--- src/rtl/a2_bridge_arbiter.sv ---
// Fixed-priority arbiter sharing the multiplexed A2 bridge between N_REQ requesters.
// Parks the bridge in an idle read of IDLE_SEL between transfers and publishes the sampled byte.
module a2_bridge_arbiter #(
    parameter int unsigned N_REQ         = 4,
    parameter int unsigned SETUP_CYCLES  = 1,
    parameter int unsigned STROBE_CYCLES = 1,
    parameter int unsigned HOLD_CYCLES   = 1,
    parameter logic [2:0]  IDLE_SEL      = 3'd0,
    parameter int unsigned IDLE_SETTLE   = 1
) (
    input  logic                 clk_logic,
    input  logic                 device_reset,
    input  logic [N_REQ-1:0]     req_i,
    input  logic [N_REQ-1:0]     we_i,
    input  logic [3*N_REQ-1:0]   sel_i,
    input  logic [8*N_REQ-1:0]   wdata_i,
    output logic [N_REQ-1:0]     ack_o,
    output logic [7:0]           rdata_o,
    output logic                 busy_o,
    output logic [7:0]           idle_data_o,
    output logic                 idle_valid_o,
    output logic [2:0]           a2_bridge_sel_o,
    output logic                 a2_bridge_rd_n_o,
    output logic                 a2_bridge_wr_n_o,
    output logic [7:0]           a2_bridge_d_o,
    output logic                 a2_bridge_d_oe_o,
    input  logic [7:0]           a2_bridge_d_i
);

    localparam int unsigned IDX_W       = $clog2(N_REQ);
    localparam logic [3:0]  SETUP_LAST  = 4'(SETUP_CYCLES - 1);
    localparam logic [3:0]  STROBE_LAST = 4'(STROBE_CYCLES - 1);
    localparam logic [3:0]  HOLD_LAST   = 4'(HOLD_CYCLES - 1);
    localparam logic [3:0]  SETTLE      = 4'(IDLE_SETTLE);

    typedef enum logic [1:0] {ST_IDLE, ST_SETUP, ST_STROBE, ST_HOLD} state_t;

    state_t             st, st_nx;
    logic [3:0]         phase, phase_nx;
    logic [3:0]         idle_cnt, idle_cnt_nx;
    logic [IDX_W-1:0]   lat_idx, lat_idx_nx;
    logic               lat_we, lat_we_nx;
    logic [2:0]         lat_sel, lat_sel_nx;
    logic [7:0]         lat_wdata, lat_wdata_nx;

    logic [N_REQ-1:0]   req_m;
    logic               found;
    logic [N_REQ-1:0]   ack_nx;
    logic [7:0]         rdata_nx;
    logic [7:0]         idle_data_nx;
    logic               idle_valid_nx;
    logic [2:0]         sel_nx;
    logic               rd_n_nx;
    logic               wr_n_nx;
    logic [7:0]         d_o_nx;
    logic               d_oe_nx;

    always_comb begin
        st_nx        = st;
        phase_nx     = phase;
        lat_idx_nx   = lat_idx;
        lat_we_nx    = lat_we;
        lat_sel_nx   = lat_sel;
        lat_wdata_nx = lat_wdata;
        ack_nx       = '0;
        rdata_nx     = rdata_o;
        found        = 1'b0;

        // A requester still holding req during its own ack cycle must not win again.
        req_m = req_i & ~ack_o;

        case (st)
            ST_IDLE: begin
                for (int unsigned k = 0; k < N_REQ; k++) begin
                    if (req_m[k] && !found) begin
                        found        = 1'b1;
                        lat_idx_nx   = IDX_W'(k);
                        lat_we_nx    = we_i[k];
                        lat_sel_nx   = sel_i[3*k +: 3];
                        lat_wdata_nx = wdata_i[8*k +: 8];
                    end
                end
                if (found) begin
                    st_nx    = ST_SETUP;
                    phase_nx = '0;
                end
            end
            ST_SETUP: begin
                if (phase == SETUP_LAST) begin
                    st_nx    = ST_STROBE;
                    phase_nx = '0;
                end else begin
                    phase_nx = phase + 4'd1;
                end
            end
            ST_STROBE: begin
                if (phase == STROBE_LAST) begin
                    if (!lat_we) rdata_nx = a2_bridge_d_i;
                    st_nx    = ST_HOLD;
                    phase_nx = '0;
                end else begin
                    phase_nx = phase + 4'd1;
                end
            end
            ST_HOLD: begin
                if (phase == HOLD_LAST) begin
                    st_nx            = ST_IDLE;
                    phase_nx         = '0;
                    ack_nx[lat_idx]  = 1'b1;
                end else begin
                    phase_nx = phase + 4'd1;
                end
            end
            default: begin
                st_nx    = ST_IDLE;
                phase_nx = '0;
            end
        endcase

        // Outputs are registered from the next state so pins line up with the state they describe.
        sel_nx  = (st_nx == ST_IDLE) ? IDLE_SEL : lat_sel_nx;
        rd_n_nx = !((st_nx == ST_IDLE) || (st_nx == ST_STROBE && !lat_we_nx));
        wr_n_nx = !(st_nx == ST_STROBE && lat_we_nx);
        d_oe_nx = (st_nx != ST_IDLE) && lat_we_nx;
        d_o_nx  = (st_nx == ST_IDLE) ? '0 : lat_wdata_nx;

        if (st_nx == ST_IDLE)
            idle_cnt_nx = (idle_cnt == 4'd15) ? 4'd15 : idle_cnt + 4'd1;
        else
            idle_cnt_nx = '0;
        idle_valid_nx = (st_nx == ST_IDLE) && (idle_cnt_nx >= SETTLE);
        idle_data_nx  = idle_valid_nx ? a2_bridge_d_i : idle_data_o;
    end

    always_ff @(posedge clk_logic) begin
        if (device_reset) begin
            st               <= ST_IDLE;
            phase            <= '0;
            idle_cnt         <= '0;
            lat_idx          <= '0;
            lat_we           <= 1'b0;
            lat_sel          <= '0;
            lat_wdata        <= '0;
            ack_o            <= '0;
            rdata_o          <= '0;
            busy_o           <= 1'b0;
            idle_data_o      <= '0;
            idle_valid_o     <= 1'b0;
            a2_bridge_sel_o  <= IDLE_SEL;
            a2_bridge_rd_n_o <= 1'b1;
            a2_bridge_wr_n_o <= 1'b1;
            a2_bridge_d_o    <= '0;
            a2_bridge_d_oe_o <= 1'b0;
        end else begin
            st               <= st_nx;
            phase            <= phase_nx;
            idle_cnt         <= idle_cnt_nx;
            lat_idx          <= lat_idx_nx;
            lat_we           <= lat_we_nx;
            lat_sel          <= lat_sel_nx;
            lat_wdata        <= lat_wdata_nx;
            ack_o            <= ack_nx;
            rdata_o          <= rdata_nx;
            busy_o           <= (st_nx != ST_IDLE);
            idle_data_o      <= idle_data_nx;
            idle_valid_o     <= idle_valid_nx;
            a2_bridge_sel_o  <= sel_nx;
            a2_bridge_rd_n_o <= rd_n_nx;
            a2_bridge_wr_n_o <= wr_n_nx;
            a2_bridge_d_o    <= d_o_nx;
            a2_bridge_d_oe_o <= d_oe_nx;
        end
    end

endmodule

--- config.mk ---
export PLATFORM = sky130hd
export DESIGN_NAME = a2_bridge_arbiter
export DESIGN_NICKNAME = d
export VERILOG_FILES = /design/src/rtl/a2_bridge_arbiter.sv
export SDC_FILE = /design/constraint.sdc
export NUM_CORES = 1
export LEC_CHECK = 0
export ABC_AREA = 1
export BUFFER_PORTS_ARGS = -buffer_cell sky130_fd_sc_hd__buf_2
export CAP_MARGIN = 30
export CORE_ASPECT_RATIO = 0.7
export CORE_MARGIN = 10
export CORE_UTILIZATION = 45
export DETAILED_ROUTE_END_ITERATION = 8
export PLACE_DENSITY = 0.74
export SYNTH_ARGS = -nofsm -noshare
export SYNTH_HDL_FRONTEND = slang
export SYNTH_SLANG_ARGS = --single-unit
export TNS_END_PERCENT = 30
--- constraint.sdc ---
create_clock -name clk_logic -period 1.9 [get_ports clk_logic]
set_clock_uncertainty 0.05 [all_clocks]
set_input_delay 0.19 -clock clk_logic [delete_from_list [all_inputs] [get_ports clk_logic]]
set_output_delay 0.19 -clock clk_logic [all_outputs]
set_load 0.02 [all_outputs]
-- After elaboration in Yosys (flattened, before gate mapping)
Cells that the tools add are included.
- mux-type cells: 39
- divide/modulo/power cells: 0
- $add $sub $neg: 2
- shift operators: 0
- $mul: 0
- eq/ne operators: 6
- order comparisons: 3
- bitwise gates (word level): 5
- reduce and logical (&&, ||, !) cells: 25
- operators by type and width (kind ; count):
    $mux W8 ; 5
    $mux W2 ; 8
    $mux W4 ; 4
    $mux W3 ; 5
    $mux W1 ; 14
    $add A4 B1 Y4 const B ; 2
    $logic_and A1 B1 Y1 ; 8
    $pmux W2 S4 ; 1
    $pmux W4 S2 ; 1
    $eq A2 B2 Y1 const B ; 3
    $logic_not A1 Y1 ; 6
    $reduce_or A3 Y1 ; 2
    $and A4 B4 Y4 ; 1
    $eq A4 B4 Y1 const B ; 1
    $ge A4 B1 Y1 const B ; 1
    $logic_not A2 Y1 ; 2
    $logic_not A4 Y1 ; 1
    $not A4 Y4 ; 1
    $reduce_bool A4 Y1 ; 1
    $lt A2 B3 Y1 const B ; 1
    $not A1 Y1 ; 3
    $reduce_and A3 Y1 ; 1
    $demux W1 S2 ; 1
    $eq A2 B1 Y1 const B ; 1
    6 further kinds ; 6
- bits in writable memories: 0
- memories kept: 0
- bits of input ports: 62
- output and inout bits: 36
- latch bits: 0
- bits in read-only memories: 0
- bits in registers: 60

-- Depth between registers and ports, before layout
Gate-level depths: netlist (run 1).
- depth after elaboration: 22
- mapped depth: 12
- depth with buffers taken out: 11

-- Worst setup path before layout (run 1)
No wires, ideal clock.
- path type: reg2reg
- from: register phase[0]
- to: register idle_data_o[4]
- setup slack: 0.275 ns
- required time: 1.737 ns
- data arrival time: 1.462 ns
- clock period less this slack: 1.625 ns
- setup time: 0.113 ns
- buffers on the path: 1
- cell stages (with the launch flop): 12
- path through: dfxtp_1 > inv_1 > ha_1 > nand2_2 > nand2_1 > o21ai_2 > nand3_4 > a21oi_4 > buf_6 > nand2_1 > nand2_1 > nor2_1
- word-level cells in the longest chain between the ends: 7
- elaborated cells on any way between the ends: 9
- those cells by class: order compare: 1; mux: 5; reduce/logical: 3
- ends and longest elaborated chain (item ; line ; text):
    start: declaration ; 39 ; logic [3:0] phase, phase_nx;
    start signal: assignment ; 156 ; phase <= phase_nx;
    $logic_not A4 Y1 * ; 89, 97, 106 ;
    $mux W2 (on tied branches) ; 106, 89, 97 ;
    $pmux W2 S4 * ; 72 ; case (st)
    $logic_not A2 Y1 * ; 127, 131 ;
    $mux W4 ; 127 ; if (st_nx == ST_IDLE)
    $ge A4 B1 Y1 ; 131 ; idle_valid_nx = (st_nx == ST_IDLE) && (idle_cnt_nx >= SETTLE);
    $logic_and A1 B1 Y1 * ; 131 ;
    end signal: assignment ; 165 ; idle_data_o <= idle_data_nx;
    end: declaration ; 20 ; output logic [7:0] idle_data_o,
Every way passes the cells marked *; elsewhere a longest branch is shown, timed or not.
A chain may end at the register's enable or synchronous reset.

-- Final worst setup path (run 1)
- from: register phase[0]
- to: register idle_data_o[7]
The elaborated chain is that of the path after synthesis.

==> results, run 1 <==
- After detailed routing, the total wire length is about 7.7 mm.
- The worst-case IR drop observed on VDD is between 0.5 and 0.6 mV.
- Ranked by total cell area, the synthesized netlist is headed by dfxtp_1, nand2_1, a21oi_1.
- The worst slew margin relative to its limit is 0.7073.
- After the last flow step, the layout net total stands at between 500 and 600.
- The sequential share of the synthesized area is 0.4469.
- Power spread over the standard cell area amounts to 1119 nW/um2.
- The final critical path time including I/O delays and setup is around 1.7 ns.
- The die is 112.4 um wide.
- Of the total power, the share spent switching nets is 0.3485.
- The kind of end point of the critical path is a flip-flop.
- Of the total power, registers draw 0.402.
- The share of the clock period used by the worst path after layout is 0.9095.
- By instance count, the leading cell after synthesis is nand2_1.
- After synthesis, the share of flip-flops with an asynchronous set or reset is 0.
- The source-to-sink clock delay at the later pin of the worst-skew pair is about 0.34 ns.
- The number of cells produced by synthesis is between 300 and 400.
- The area fraction of the dominant cell type after synthesis is 0.4469.
- The share of total power dissipated in the clock network is 0.287.
- The total area inside the core boundary comes to approximately 5800 um2.
- The final route contains 2781 vias.
- For this configuration, the core starts out at a cell density of 0.4670.
- Entering global routing, the biggest net connects 22 pins.
- The wire length per cell is around 13 um.
- The worst hold path was traced through 3 stages.
- In this run, CTS created clock tree buffers numbering 9.
- Dividing the synthesized area by the synthesized cell count gives between 6 and 7 um2.
- The number of antenna repair diodes is 0.
- Along the worst path, the maximum fanout reaches 6.
- In this run the register-to-register setup slack is roughly 0.17 ns.
- The mapped netlist covers between 2000 and 3000 um2.
- The number of clock sinks is 60.
- The category of the most critical setup path is flip-flop to flip-flop.
- The most common flop cell mapped by yosys is dfxtp_1.
- The largest buffer count on any clock path is 2.
- The detailed router finished its first iteration with ~150 violations.
- Synthesis produced a netlist with a net count of 460.
- The area growth from synthesis to layout is 29.56%.
- The count of standard-cell rows is 23.
- The clock transition at the registers of the reported paths is 0.06 ns.
- For this run, the number of Yosys warnings is 0.
- Routability-driven placement finished with a final weighted congestion of 0.8653.
- The number of synthesized register bits is 60.
- The share of power burned in combinational logic is 0.311.
- The number of top-level pins is a little under 100.
- The multi-input combinational cells in the finished layout cover a total of 1276 um2.
- From bottom edge to top edge, the die measures approximately 85 um.
- The share of cells above drive strength 1 is 0.2735.
- After legalization and detailed placement, the total HPWL measured about 5.8 mm.
- The cell chosen for the clock root is clkbuf_8.
- The count of buffers added on input and output ports is 97.
- The number of different library cells used by synthesis comes to 25.
- Setup violations remaining at the end of the flow were counted as 0.
- The number of instances in the placed design is about 560.
- The analysis attributes to cell leakage a power of roughly 1.8 nW.
- The wire length of the first global-routing pass is roughly 13 mm.
- In the routed layout, each cell is associated on average with a via count of roughly 4.8.
- The total power is around 3.9 mW.
- Counting cells, the worst reg-to-reg path comes to 11.
- The synthesized design contains 0 enable-type register cells.
- Summed over all layers, the global routing overflow is 0.
- Timing would allow up to between 500 and 600 MHz.
- The worst path required time is around 2.1 ns.
- The cell taking the most area after synthesis is dfxtp_1.
- In this run, post-CTS hold repair placed 0 buffers.
- The remaining routing DRC violations is 0.
- In this run the number of H-tree levels came out at 3.
- In this run the power spent charging and discharging nets is around 1.4 mW.
- Setup repair after global routing left no endpoint under its margin.
- The hold violation total from the final report is 0.
- The CTS tree is done.
- Cell internal power was estimated by the tool at approximately 2.5 mW.
- The first-pass detailed-route iteration total is 4.
- The initial antenna violation count is 0.
- Across the run, the number of max-cap violations was 0.
- The number of global-route vias before repair came to 2641.
- The remaining number of nets flagged by the antenna check after routing is 0.
- The class of the tightest hold or removal check is input pin to flip-flop.
- The die outline area is ~9500 um2.
- Once layout is complete, the cells apart from fillers number between 500 and 600.
- The fill cell total of the finished layout is 544.
- The kind of launch point of the worst setup path is a flip-flop.
- The run finished with clean final reports.
- In the final timing run, aggregate negative setup slack is 0 ns.
- For the pin with the worst max-slew slack, the measured transition is between 0.4 and 0.5 ns.
- After synthesis, the most frequently instantiated cells are nand2_1, dfxtp_1, nor2_1.
- The global-route usage over all layers is 0.1569.
- The number of pins with negative max-slew slack in the final report came to 0.
- The sequential cells in the finished layout cover a total of ~1200 um2.
- Data on the critical path arrives at its endpoint at between 1.5 and 2 ns.
==> layer usage <==
metal | up-vias | GRT usage | wire length, um
met1 | 1234 | 0.1910 | 3407
li1 | 1453 | - | -
met3 | 12 | 0.05402 | 543
met5 | - | 0 | 0
met2 | 82 | 0.2488 | 3593
met4 | 0 | 0.06207 | 123
==> area by class of cell <==
| class | count | area share |
|---|---|---|
| multi-input cells | 283 | 0.3665 |
| flip-flops and latches | 60 | 0.3450 |
| repair buffers | 107 | 0.1682 |
| clock buffers | 10 | 0.03953 |
| inverters | 36 | 0.03881 |
| well taps | 75 | 0.02695 |
| clock inverters | 5 | 0.01509 |
==> sequential cells by signal, indices dropped and copies added (netlist names), 2 cells and up <==
| register | count |
|---|---|
| lat_idx | 2 |
| st | 2 |
| rdata_o | 8 |
| ack_o | 4 |
| idle_data_o | 8 |
| phase | 4 |
| a2_bridge_d_o | 8 |
| a2_bridge_sel_o | 3 |
| lat_wdata | 8 |
| lat_sel | 3 |
| idle_cnt | 4 |
==> critical path, cell delays in order, from the launching register on <==
cell and delay [ns]:
dfxtp_1 0.41, inv_1 0.07, ha_1 0.22, nand2_2 0.11, nand2_1 0.07, o21ai_2 0.09
nand3_4 0.13, a21oi_4 0.17, buf_4 0.16, nand2_1 0.05, nand2_1 0.05, nor2_1 0.04
==> cell usage in the layout (no fill, tap or decap), types with 2 or more instances in the layout <==
cell and instances:
nand2_1 119, buf_2 97, dfxtp_1 60, nor2_1 58
a21oi_1 46, inv_1 32, nand3_1 16, o21ai_0 15
clkbuf_8 10, buf_4 8, nand4_1 5, nand2_2 5
nor3_1 5, inv_2 3, ha_1 3, clkinv_2 3
nor2_2 2, and2_1 2, a211oi_1 2, buf_12 2
==> worst paths after layout <==
path                     from              to
max reg2reg          phase[0]  idle_data_o[7]
max                  phase[0]  idle_data_o[7]
min          a2_bridge_d_i[7]      rdata_o[7]
min reg2reg        lat_idx[0]        ack_o[2]
==> power by group through the flow <==
| stage | clock network, mW | registers, mW | logic, mW |
|---|---|---|---|
| after floorplan | 0 | 1.77 | 0.615 |
| after global placement | 0 | 1.59 | 1.14 |
| after detailed placement | 0 | 1.59 | 1.16 |
| after CTS | 1.14 | 1.57 | 1.17 |
| after global routing | 1.19 | 1.59 | 1.35 |
| final | 1.12 | 1.57 | 1.21 |
==> cells by family after synthesis <==
logic type	after synthesis	share of synthesized area
buffers and inverters	52	0.07914
flip-flops	60	0.4469
AND/OR/NAND/NOR	214	0.3282
adder cells (fa/ha/maj)	3	0.01397
AO/OA/AOI/OAI	66	0.1318
==> timing repair <==
action | CTS | global route
resized for setup | 0 | 1
endpoints found under the setup margin | 0 | 20
buffers inserted | 0 | 2
==> through the flow <==
| stage | utilization | cell area, um2 | worst slack, ns | hold WS, ns |
|---|---|---|---|---|
| 3_5_place_dp | 0.5667 | 3262 | 0.09350 | 0.4022 |
| 6_report | 0.6050 | 3482 | 0.1719 | 0.04721 |
| 3_3_place_gp | 0.5667 | 3262 | 0.1782 | 0.3912 |
| 5_1_grt | 0.6050 | 3482 | 0.0008447 | 0.05439 |
| 4_1_cts | 0.5998 | 3452 | 0.09378 | 0.03473 |
| 2_1_floorplan | - | 2688 | 0.2753 | 0.2355 |
No activity file was read; power rests on OpenSTA's default activity.
==> inputs of run 2 (changes only) <==
--- a/config.mk
+++ b/config.mk
@@ -10,3 +10,2 @@
 export CAP_MARGIN = 30
-export CORE_ASPECT_RATIO = 0.7
 export CORE_MARGIN = 10
@@ -18,2 +17,2 @@
 export SYNTH_SLANG_ARGS = --single-unit
-export TNS_END_PERCENT = 30
+export TNS_END_PERCENT = 50
--- a/constraint.sdc
+++ b/constraint.sdc
@@ -4,2 +4,2 @@
 set_output_delay 0.19 -clock clk_logic [all_outputs]
-set_load 0.02 [all_outputs]
+set_load 0.1 [all_outputs]
==> results, run 2 (synthesis results as in run 1) <==
- The total wire length after detailed routing is 7.797 mm.
- The total power is just under 5 mW.
- The startpoint identified for the worst register-to-register timing path is phase[0].
- Of the available clock period, the critical path in the final layout requires 0.9202.
- After detailed routing, the number of vias per cell comes to 4.862.
- The die outline height is slightly below 100 um.
- The end-of-flow core utilization is 0.5984.
- After detailed routing, the average wire length per cell comes to between 10 and 15 um.
- The number of instances in the placed design is between 500 and 600.
- For the finished layout, the period the worst path requires is ~1.7 ns.
- For this run, global-route usage on met2 was measured as 0.2402.
- Leaving out fill and tap cells, the most frequent cells in the layout are nand2_1, buf_2, nor2_1.
- The total via count after detailed routing is between 2k and 3k.
- Fill cells in the final layout number 535.
- The CTS tree is done.
- The endpoint identified for the worst register-to-register timing path is idle_data_o[3].
- The number of clock buffers inserted by TritonCTS is 9.
- The depth of the most critical reg-to-reg path is 11.
- The routability congestion estimate is about 0.86.
- The critical path launch point is phase[0].
- The wire length of the first global-routing pass is roughly 13 mm.
- The peak supply drop is roughly 1.1 mV.
- The repair_antennas step left the layout with diodes totalling 0.
- The port buffer count is between 90 and 100.
- The hold violation total from the final report came to 0.
- The remaining routing DRC violations is 0.
- The first-pass detailed-route iteration total is 4.
- The kind of launch point of the worst setup path is a flip-flop.
- The power per cell area is around 1400 nW/um2.
- After floorplanning, the core was sized to cover 5851 um2.
- Along the worst path, the maximum fanout reaches 6.
- The flow ran to the end, and the final reports show no timing, DRC or antenna violations.
- The slew at the pin closest to its max-slew limit is between 0.5 and 0.6 ns.
- The count of maximum capacitance violations is 0.
- The tree built by TritonCTS fans out to 60 sinks.
- For this design, the CTS-stage hold fixing added 0 buffers.
- The instance count along the most critical hold path is 3.
- The starting density of the core is 0.4594.
- The worst path required time is between 2 and 2.5 ns.
- The H-tree was split into 3 levels.
- The number of top-level pins is ~100.
- Data on the critical path arrives at its endpoint at between 1.5 and 2 ns.
- The kind of end point of the critical path is a flip-flop.
- The global routing stage identified its most utilized layer as met2.
- In the global route stage, met3 resource usage came out at 0.06188.
- The category of the most critical setup path is flip-flop to flip-flop.
- The total half-perimeter wirelength after legalization and detailed placement is 5.865 mm.
- The number of global-route vias before repair is 2669.
- The starting DRC count in detailed routing is between 150 and 200.
- The worst hold path terminates at rdata_o[0].
- The class of the tightest hold or removal check is input pin to flip-flop.
- In the final layout, the share of cells above drive strength 1 is 0.2837.
- Leaving out filler cells and counting taps, the final layout contains around 580.
- The worst hold margin is 0.06380 ns.
- The total overflow left after global routing is 0.
- Entering global routing, the biggest net connects 22 pins.
- The initial antenna violation count is 0.
- For this run, the post-layout net count is 565.
- The fmax is approximately 570 MHz.
- The commonest non-fill, non-tap cell in the layout is nand2_1.
- The count of standard-cell rows is 28.
- Clock-pin slew was measured on the worst setup and hold paths at approximately 0.060 ns.
- In the global route stage, met1 resource usage came out at 0.2079.
- No sink is reached through more buffers than the 2 on the longest clock path.
- Setup repair after global routing left no endpoint under its margin.
- The launch point of the worst hold path is a2_bridge_d_i[0].
- The flop-to-flop setup slack is between 0.15 and 0.2 ns.
- Summed over all failing endpoints, the final setup total negative slack is 0 ns.
- The leakage component of the power is 1.784 nW.
- The source-to-sink clock delay at the later pin of the worst-skew pair is 0.33 ns.
- The die outline area is about 9500 um2.
- The number of pins with negative max-slew slack in the final report is 0.
- Measured against its own limit, the worst slew margin works out to 0.6623.
- The count of nets left with antenna violations once routing finished came out at 0.
- The global-route usage over all layers is 0.1611.
- The cell chosen for the clock root is clkbuf_8.
- The width of the die is between 90 and 100 um.
- The final setup violation count is 0.
- Compared with the post-synthesis result, the final layout area differs by 30.26%.
run 2: changes by cell type in the layout (fill, tap and decap cells not counted), moves of 2 or more:
cell      before  now
buf_12         2    0
dfxtp_1       60   56
clkinv_2       3    0
clkbuf_1       0    2
dfxtp_2        0    4
buf_4          8   12
clkbuf_8      10   12
run 2: per-layer routing:
layer / wire length, um / vias to the layer above
met5: 0 / -
met4: 76 / 0
met3: 730 / 9
met2: 3427 / 118
met1: 3562 / 1226
li1: - / 1462
run 2: worst max-delay path, stage by stage (launching register included):
cell and delay [ns]:
dfxtp_1 0.42, inv_1 0.07, ha_1 0.23, nand2_2 0.11, nand2_1 0.07, o21ai_2 0.09
nand3_4 0.13, a21oi_4 0.17, buf_4 0.16, nand2_1 0.05, nand2_1 0.05, nor2_1 0.04
run 2: worst max path at each step:
stage                             to  slack (ns)  cells after the start
global route        a2_bridge_d_oe_o        0.02                     11
detailed placement    idle_data_o[1]         0.1                     10
floorplan               lat_wdata[2]        0.09                     10
CTS                   idle_data_o[2]        0.07                     10
finish                idle_data_o[3]        0.15                     11
global placement      idle_data_o[2]        0.17                     10
run 2: power by group:
part / total [mW] / internal (mW) / switching [mW]
Sequential: 1.58 / 1.47 / 0.107
Clock: 1.15 / 0.707 / 0.445
Combinational: 2.07 / 0.431 / 1.64
run 2: layout make-up:
cell class                      count  area (um2)  area share
Clock buffer                       14       172.7     0.04932
Inverter                           36       135.1     0.03860
Timing Repair Buffer              110       586.8      0.1676
Multi-Input combinational cell    283        1276      0.3645
Tap cell                           75       93.84     0.02680
Sequential cell                    60        1206      0.3445
Clock inverter                      1       30.03    0.008578
run 2: through the flow:
stage | cell area [um2] | setup slack (ns)
final | 3501 | 0.1516
after global placement | 3262 | 0.1736
after floorplan | 2693 | 0.09080
after CTS | 3465 | 0.07450
after global routing | 3501 | 0.01598
after detailed placement | 3262 | 0.09580
run 2: timing repair:
item,4_1_cts,5_1_grt
buffers inserted,0,4
endpoints found under the setup margin,0,14
gates resized for setup,0,3
